**config.mk**
```make
export PLATFORM = sky130hd
export DESIGN_NAME = add_share_arb
export DESIGN_NICKNAME = d
export VERILOG_FILES = /design/src/rtl/add_share_arb_pkg.sv /design/src/rtl/add.sv /design/src/rtl/add_share_arb_rr_pick.sv /design/src/rtl/add_share_arb.sv
export SDC_FILE = /design/constraint.sdc
export NUM_CORES = 1
export LEC_CHECK = 0
export ABC_AREA = 0
export CORE_AREA = 2 2 235 237
export CTS_BUF_LIST = sky130_fd_sc_hd__clkbuf_4
export DETAILED_ROUTE_END_ITERATION = 8
export DIE_AREA = 0 0 237 239
export PLACE_DENSITY_LB_ADDON = 0.3
export SLEW_MARGIN = 20
export SYNTH_ARGS = -nofsm -noshare
export SYNTH_HDL_FRONTEND = slang
export SYNTH_HIERARCHICAL = 1
export SYNTH_SLANG_ARGS = --single-unit
```
**constraint.sdc**
```tcl
create_clock -name clk -period 11.2 [get_ports clk]
set_clock_uncertainty 0.05 [all_clocks]
set_input_delay 3.36 -clock clk [delete_from_list [all_inputs] [get_ports clk]]
set_output_delay 3.36 -clock clk [all_outputs]
set_load 0.02 [all_outputs]
```
**src/rtl/add_share_arb_pkg.sv**
```systemverilog
// Shared definitions for the add_share_arb slice: slot FSM encoding, datapath width,
// add/sub op encoding and the registered adder-result record.
package add_share_arb_pkg;

  localparam int W = 64;

  localparam logic [0:0] ST_EMPTY = 1'b0;
  localparam logic [0:0] ST_FULL  = 1'b1;

  localparam logic OP_ADD = 1'b0;
  localparam logic OP_SUB = 1'b1;

  typedef struct packed {
    logic [W-1:0] sum;
    logic         ovf;
    logic         cout;
  } add_res_t;

endpackage

```
**src/rtl/add.sv**
```systemverilog
// 64-bit carry-lookahead adder: 4-bit lookahead groups with group generate/propagate chaining.
// Purely combinational; ovf is carry into bit 63 XOR carry out of bit 63.
module add (
  input  logic [63:0] a,
  input  logic [63:0] b,
  input  logic        cin,
  output logic [63:0] sum,
  output logic        cout,
  output logic        ovf
);

  logic [63:0] g;
  logic [63:0] p;
  logic [64:0] c;

  assign g = a & b;
  assign p = a ^ b;

  always_comb begin
    c    = '0;
    c[0] = cin;
    for (int k = 0; k < 16; k++) begin
      c[4*k+1] = g[4*k] | (p[4*k] & c[4*k]);
      c[4*k+2] = g[4*k+1] | (p[4*k+1] & g[4*k]) | (p[4*k+1] & p[4*k] & c[4*k]);
      c[4*k+3] = g[4*k+2] | (p[4*k+2] & g[4*k+1]) | (p[4*k+2] & p[4*k+1] & g[4*k])
               | (p[4*k+2] & p[4*k+1] & p[4*k] & c[4*k]);
      // Group carry-out from group G/P, independent of the in-group ripple terms.
      c[4*k+4] = (g[4*k+3] | (p[4*k+3] & g[4*k+2]) | (p[4*k+3] & p[4*k+2] & g[4*k+1])
               | (p[4*k+3] & p[4*k+2] & p[4*k+1] & g[4*k]))
               | (p[4*k+3] & p[4*k+2] & p[4*k+1] & p[4*k] & c[4*k]);
    end
  end

  assign sum  = p ^ c[63:0];
  assign cout = c[64];
  assign ovf  = c[64] ^ c[63];

endmodule

```
**src/rtl/add_share_arb_rr_pick.sv**
```systemverilog
// Combinational round-robin picker: first set request at or after ptr, wrapping.
// Returns one-hot grant, its index and whether anything was picked.
module add_share_arb_rr_pick #(
  parameter int NREQ = 4,
  parameter int IDW  = $clog2(NREQ)
) (
  input  logic [NREQ-1:0] req,
  input  logic [IDW-1:0]  ptr,
  output logic [NREQ-1:0] gnt,
  output logic [IDW-1:0]  idx,
  output logic            any
);

  always_comb begin
    int j;
    gnt = '0;
    idx = '0;
    any = 1'b0;
    j   = 0;
    for (int k = 0; k < NREQ; k++) begin
      j = int'(ptr) + k;
      if (j >= NREQ) j = j - NREQ;
      if (!any && req[j]) begin
        any    = 1'b1;
        gnt[j] = 1'b1;
        idx    = IDW'(j);
      end
    end
  end

endmodule

```
**src/rtl/add_share_arb.sv**
```systemverilog
// Round-robin share of one 64-bit adder among NREQ requesters; accept in cycle N -> rsp_valid in N+1.
// One-entry result slot; refilled on the draining cycle, held with req_ready=0 while rsp_ready=0.
// Optional condition-code outputs rsp_zf/rsp_sf under ADD_SHARE_ARB_FLAGS_EN.
module add_share_arb
  import add_share_arb_pkg::*;
#(
  parameter int NREQ = 4,
  parameter int IDW  = $clog2(NREQ)
) (
  input  logic                 clk,
  input  logic                 rst,
  input  logic [NREQ-1:0]      req_valid,
  output logic [NREQ-1:0]      req_ready,
  input  logic [NREQ*W-1:0]    req_a,
  input  logic [NREQ*W-1:0]    req_b,
  input  logic [NREQ-1:0]      req_sub,
  output logic                 rsp_valid,
  input  logic                 rsp_ready,
  output logic [IDW-1:0]       rsp_id,
  output logic [W-1:0]         rsp_sum,
  output logic                 rsp_ovf,
  output logic                 rsp_cout
`ifdef ADD_SHARE_ARB_FLAGS_EN
  ,
  output logic                 rsp_zf,
  output logic                 rsp_sf
`endif
);

  logic [0:0]      state;
  logic [IDW-1:0]  rr_ptr;
  logic            slot_free;
  logic [NREQ-1:0] gnt;
  logic [IDW-1:0]  gidx;
  logic            gany;
  logic [W-1:0]    a_sel;
  logic [W-1:0]    b_sel;
  logic            sub_sel;
  add_res_t        add_res;
  add_res_t        slot_res;
  logic [IDW-1:0]  slot_id;

  assign slot_free = (state == ST_EMPTY) || rsp_ready;

  // No grants while in reset so nothing is handed a ready it cannot complete.
  add_share_arb_rr_pick #(.NREQ(NREQ), .IDW(IDW)) u_pick (
    .req (req_valid & {NREQ{slot_free && !rst}}),
    .ptr (rr_ptr),
    .gnt (gnt),
    .idx (gidx),
    .any (gany)
  );

  assign req_ready = gnt;

  always_comb begin
    a_sel   = '0;
    b_sel   = '0;
    sub_sel = OP_ADD;
    for (int i = 0; i < NREQ; i++) begin
      if (gnt[i]) begin
        a_sel   = req_a[i*W +: W];
        b_sel   = req_b[i*W +: W];
        sub_sel = req_sub[i];
      end
    end
  end

  add u_add (
    .a    (a_sel),
    .b    (b_sel ^ {W{sub_sel}}),
    .cin  (sub_sel == OP_SUB),
    .sum  (add_res.sum),
    .cout (add_res.cout),
    .ovf  (add_res.ovf)
  );

  always_ff @(posedge clk) begin
    if (rst) begin
      state    <= ST_EMPTY;
      rr_ptr   <= '0;
      slot_id  <= '0;
      slot_res <= '0;
    end else if (gany) begin
      state    <= ST_FULL;
      slot_id  <= gidx;
      slot_res <= add_res;
      rr_ptr   <= (gidx == IDW'(NREQ-1)) ? '0 : gidx + 1'b1;
    end else if ((state == ST_FULL) && rsp_ready) begin
      state <= ST_EMPTY;
    end
  end

  assign rsp_valid = (state == ST_FULL);
  assign rsp_id    = slot_id;
  assign rsp_sum   = slot_res.sum;
  assign rsp_ovf   = slot_res.ovf;
  assign rsp_cout  = slot_res.cout;

`ifdef ADD_SHARE_ARB_FLAGS_EN
  logic zf_q;
  logic sf_q;

  always_ff @(posedge clk) begin
    if (rst) begin
      zf_q <= 1'b0;
      sf_q <= 1'b0;
    end else if (gany) begin
      zf_q <= (add_res.sum == '0);
      sf_q <= add_res.sum[W-1];
    end
  end

  assign rsp_zf = zf_q;
  assign rsp_sf = sf_q;
`endif

endmodule

```
==> impl_metrics.tcl, run 1 <==
set metrics [dict create \
    initial_core_util 0.178 \
    worstMarginPinSlew_ps 859 \
    regArea_sq_um 1420 \
    critPathArrivalTime_ps 7170 \
    nFillCells 5848 \
    via_per_inst 4.84 \
    place_congestion 0.885 \
    drv_cap 0 \
    placeableCoreArea_sq_um 54300 \
    synth-seq-cells 71 \
    async_flop_share 0 \
    die_y_um 239 \
    yosysWarningCount 6 \
    fin_cells 2494 \
    finalMaxSlewViolations 0 \
    post_drt_wl_per_cell_um 20.8 \
    antenna_found_initial 6 \
    cts-htree-levels 3 \
    path_cells "clkdlybuf4s50_1, nor2b_1, nor2_1, and2_1, mux4_2, nor4b_4, a22oi_1, o21ai_4, buf_4, clkdlybuf4s50_1" \
    fin_tns_setup_ps 0 \
    synth_area_sq_um 9680 \
    nets 2397 \
    cts_tree "done" \
    place_inst 2478 \
    grt_pass1_wl_mm 74.7 \
    vias 12100 \
    multiInputGateArea_sq_um 7740 \
    grt_overflow 0 \
    clock-sinks 71 \
    synthCells 1258 \
    cts-root-buf "clkbuf_4" \
    worstSetupEndpointType "output pin" \
    routed_wl_mm 51.8 \
    grt_use_met3 0.0371 \
    port_buffers 595 \
    grt_setup_unrepaired "false" \
    track_usage 0.175 \
    drc 0 \
    ctsHoldBuffers 0 \
    relSlewSlack 0.423 \
    grt-busiest-layer "met2" \
    slowest_stage "clkdlybuf4s50_1" \
    crit_fanout 55 \
    clock_tree.buffer_depth 2 \
    hold_path.class "reg -> reg" \
    status "complete, no violations" \
    syn_avg_cell_area_sq_um 7.69 \
    required_ps 7790 \
    insertion_delay_ps 540 \
    drive_above_1_share 0.0391 \
    placed_cell_area_sq_um 16300 \
    first_iter_violations 516 \
    grt_pass1_vias 12500 \
    yosys.cell_types.count 73 \
    critPathMaxStageDelay_ps 730 \
    hpwlAfterDp_mm 43.0 \
    finalHoldViolCount 0 \
    path_clk_slew_ps 110 \
    ys.flop_type "dfxtp_1" \
    drt-pass1-iter-count 5 \
    critPathKind "in -> out" \
    layout_common_cells "clkdlybuf4s50_1, o21ai_1, a21oi_1, nor2_1, nand2_1" \
    fmax_mhz 94.6 \
    area_delta_synth_final_pct 69.5 \
    die_w_um 237 \
    grt_util_met2 0.321 \
    crit_top_cell "clkdlybuf4s50_1" \
    worstSetupStartpointType "input pin" \
    postRouteAntennaNets 0 \
    cts_buffers 9 \
    grt_max_degree 72 \
    rrSetupSlack_ps 3810 \
    setup_viol 0 \
    grt_use_met1 0.196 \
    dieArea_sq_um 56600 \
    syn_nets 1870 \
    period_needed_ps 10580 \
    fp-row-count 86 \
    ys_seq_area_frac 0.147 \
    ios 596 \
    cts_resized 0 \
    cts_setup_buffers 0 \
    synth_edf_count 0 \
    final_area_sq_um 16400 \
    final_common_cell "clkdlybuf4s50_1" \
    period_share 0.944 \
]
## path summary, 6_finish.rpt
path | endpoint | from | cells after the start
setup / recovery | req_ready[1] | rsp_ready | 10
hold / removal | rsp_sum[5] | rsp_sum[5] | 2
setup reg to reg | rsp_sum[61] | rr_ptr[0] | 24
hold reg to reg | rsp_sum[5] | rsp_sum[5] | 2
## metrics by stage
step / utilization / setup WS [ps] / hold WS (ps)
floorplan: - / 1800 / 514
global placement: 0.299 / 706 / 423
detailed placement: 0.299 / 585 / 431
CTS: 0.302 / 622 / 463
global route: 0.302 / 392 / 484
finish: 0.302 / 624 / 454
## layout make-up
class	count	share of cell area
repair buffers	620	0.375
well taps	704	0.0537
flip-flops and latches	71	0.0867
diodes	1	0.000153
clock inverters	4	0.00290
inverters	20	0.00458
multi-input cells	1063	0.472
clock buffers	11	0.00504
## cells by family after synthesis
| family | synth area share |
|---|---|
| adder cells (fa/ha/maj) | 0.128 |
| flip-flops | 0.147 |
| XOR/XNOR | 0.0950 |
| AO/OA/AOI/OAI | 0.358 |
| AND/OR/NAND/NOR | 0.123 |
| buffers and inverters | 0.0609 |
| multiplexers | 0.0885 |
## synthesized netlist by cell type, types with 5 or more instances
master	count	area share
clkbuf_1	44	0.017
nand3_1	14	0.0072
mux2i_1	72	0.074
fa_1	16	0.033
xnor2_1	20	0.018
dfxtp_1	71	0.15
o21ai_1	131	0.068
o22ai_1	65	0.042
inv_1	19	0.0074
and3_1	6	0.0039
a21o_1	13	0.010
o21ai_0	24	0.012
ha_1	73	0.094
a211oi_1	7	0.0054
nand2b_1	7	0.0045
buf_1	11	0.0043
nand4_1	7	0.0045
and2_1	8	0.0052
a22oi_1	74	0.057
buf_6	8	0.0093
a221o_1	64	0.066
o211ai_1	7	0.0054
nor3_1	8	0.0041
nor2_1	100	0.039
nand2_1	89	0.035
a21oi_1	101	0.052
buf_4	5	0.0039
xor2_1	85	0.077
buf_2	36	0.019
## per-layer routing
metal  share of wire  wire [um]  vias to the layer above
met1            0.40      20800                     5678
met5         0.00093         48                        -
met2            0.50      25800                      494
met4           0.034       1780                        8
li1                -          -                     5822
met3           0.064       3330                       81
## worst max-delay path, delay by kind of cell
family          cells  cell delay, ps
buf+inv             3            1720
simple gates        4             960
mux                 1             690
compound gates      2             400
## registers in the layout, summed over array words and instances (netlist names)
register,cells
rr_ptr,2
rsp_valid,1
rsp_ovf,1
rsp_sum,64
rsp_cout,1
rsp_id,2
Power of run 1 is left out: the tool's default activity adds up to more than one toggle a clock period on the data nets, which glitch-free logic cannot reach.
==> run 2, diff against run 1 <==
Settings changed: CELL_PAD_IN_SITES_DETAIL_PLACEMENT set to 0, CELL_PAD_IN_SITES_GLOBAL_PLACEMENT set to 1, CORE_AREA 2 2 235 237 to 2 2 234 236, DIE_AREA 0 0 237 239 to 0 0 236 238.
==> run 2 against run 1 <==
Effect of this change:
- routed wire length increased by 0.91%
- die area shrank 0.84%
- critical path type unchanged
- cell count decreased by 0.12%
- sequential share of layout area barely moved
- clock-buffer cell count decreased by 2
- fmax rose by 2.7%
- core utilization up 0.60 points
- cell area grew 0.40%
==> impl_metrics.tcl, run 2 (same netlist as run 1, synthesis figures left out) <==
set metrics [dict create \
    path_clk_slew_ps 140 \
    required_ps 7790 \
    slowest_stage "o21ai_4" \
    finalMaxSlewViolations 0 \
    path_cells "clkdlybuf4s50_1, nor2b_1, nor2_1, and2_1, mux4_2, and2b_2, a22oi_1, o21ai_4, clkdlybuf4s50_1" \
    area_delta_synth_final_pct 70.2 \
    hold_path.class "reg -> reg" \
    clock-sinks 71 \
    layout_common_cells "clkdlybuf4s50_1, o21ai_1, a21oi_1, nor2_1, nand2_1" \
    grt_pass1_vias 12200 \
    ios 596 \
    hpwlAfterDp_mm 42.9 \
    grt_max_degree 68 \
    crit_top_cell "clkdlybuf4s50_1" \
    fin_tns_setup_ps 0 \
    relSlewSlack 0.260 \
    fp-row-count 85 \
    first_iter_violations 590 \
    cts_buffers 9 \
    cts-htree-levels 3 \
    status "complete, no violations" \
    crit_fanout 34 \
    cts_resized 0 \
    worstSetupStartpointType "input pin" \
    dieArea_sq_um 56200 \
    largest_reg_flops 64 \
    grt_use_met3 0.0374 \
    port_buffers 595 \
    cts_tree "done" \
    nets 2400 \
    clock_tree.buffer_depth 2 \
    cts-root-buf "clkbuf_4" \
    cts_setup_buffers 0 \
    grt_pass1_wl_mm 75.8 \
    grt-busiest-layer "met2" \
    initial_core_util 0.181 \
    period_share 0.920 \
    vias 11900 \
    postRouteAntennaNets 0 \
    die_w_um 236 \
    drc 0 \
    drt-pass1-iter-count 5 \
    worstMarginPinSlew_ps 1110 \
    die_y_um 238 \
    period_needed_ps 10300 \
    antenna_found_initial 7 \
    worstSetupEndpointType "output pin" \
    place_congestion 0.840 \
    routed_wl_mm 52.3 \
    drive_above_1_share 0.0402 \
    grt_use_met1 0.205 \
    fmax_mhz 97.1 \
    ctsHoldBuffers 0 \
    via_per_inst 4.79 \
    track_usage 0.178 \
    placeableCoreArea_sq_um 53500 \
    grt_overflow 0 \
    final_common_cell "clkdlybuf4s50_1" \
    finalHoldViolCount 0 \
    insertion_delay_ps 530 \
    setup_viol 0 \
    critPathArrivalTime_ps 6890 \
    grt_util_met2 0.332 \
    post_drt_wl_per_cell_um 21.0 \
    grt_setup_unrepaired "false" \
    critPathKind "in -> out" \
    drv_cap 0 \
    critPathMaxStageDelay_ps 870 \
]
## run 2: final timing paths
kind,start,slack [ps],cells after the start,to
worst min register to register,rsp_sum[9],460,2,rsp_sum[9]
worst min-delay path,rsp_sum[9],460,2,rsp_sum[9]
worst max register to register,rr_ptr[0],3520,23,rsp_sum[61]
worst max-delay path,rsp_ready,900,9,req_ready[1]
## run 2: metal layers
layer | wire length (um) | part of all wire
met5 | 37 | 0.00071
met4 | 889 | 0.017
met3 | 3040 | 0.058
met2 | 26700 | 0.51
met1 | 21600 | 0.41
## run 2: final cells by class
cell class	instances	area [sq um]
fillers	5784	37000
multi-input cells	1063	7740
repair buffers	623	6200
flip-flops and latches	71	1420
well taps	696	871
clock inverters	7	87.6
inverters	20	76.3
clock buffers	9	67.6
diodes	2	5.00
## run 2: through the flow
step	cell area [sq um]	util	hold slack (ps)	instances	setup WS [ps]
after floorplan	9680	-	514	1258	1800
after CTS	16500	0.308	469	2489	915
final	16500	0.308	458	2491	901
after detailed placement	16300	0.305	434	2473	383
after global placement	16300	0.305	424	2473	547
after global routing	16500	0.308	488	2490	580
## run 2: worst max-delay path: cells and delay by family
kind                   cells  cell delay, ps
buffers and inverters      2            1170
AOI/OAI and AO/OA          2            1000
and+or+nand+nor            4             740
muxes                      1             610
Power of run 2 is left out for the same reason.
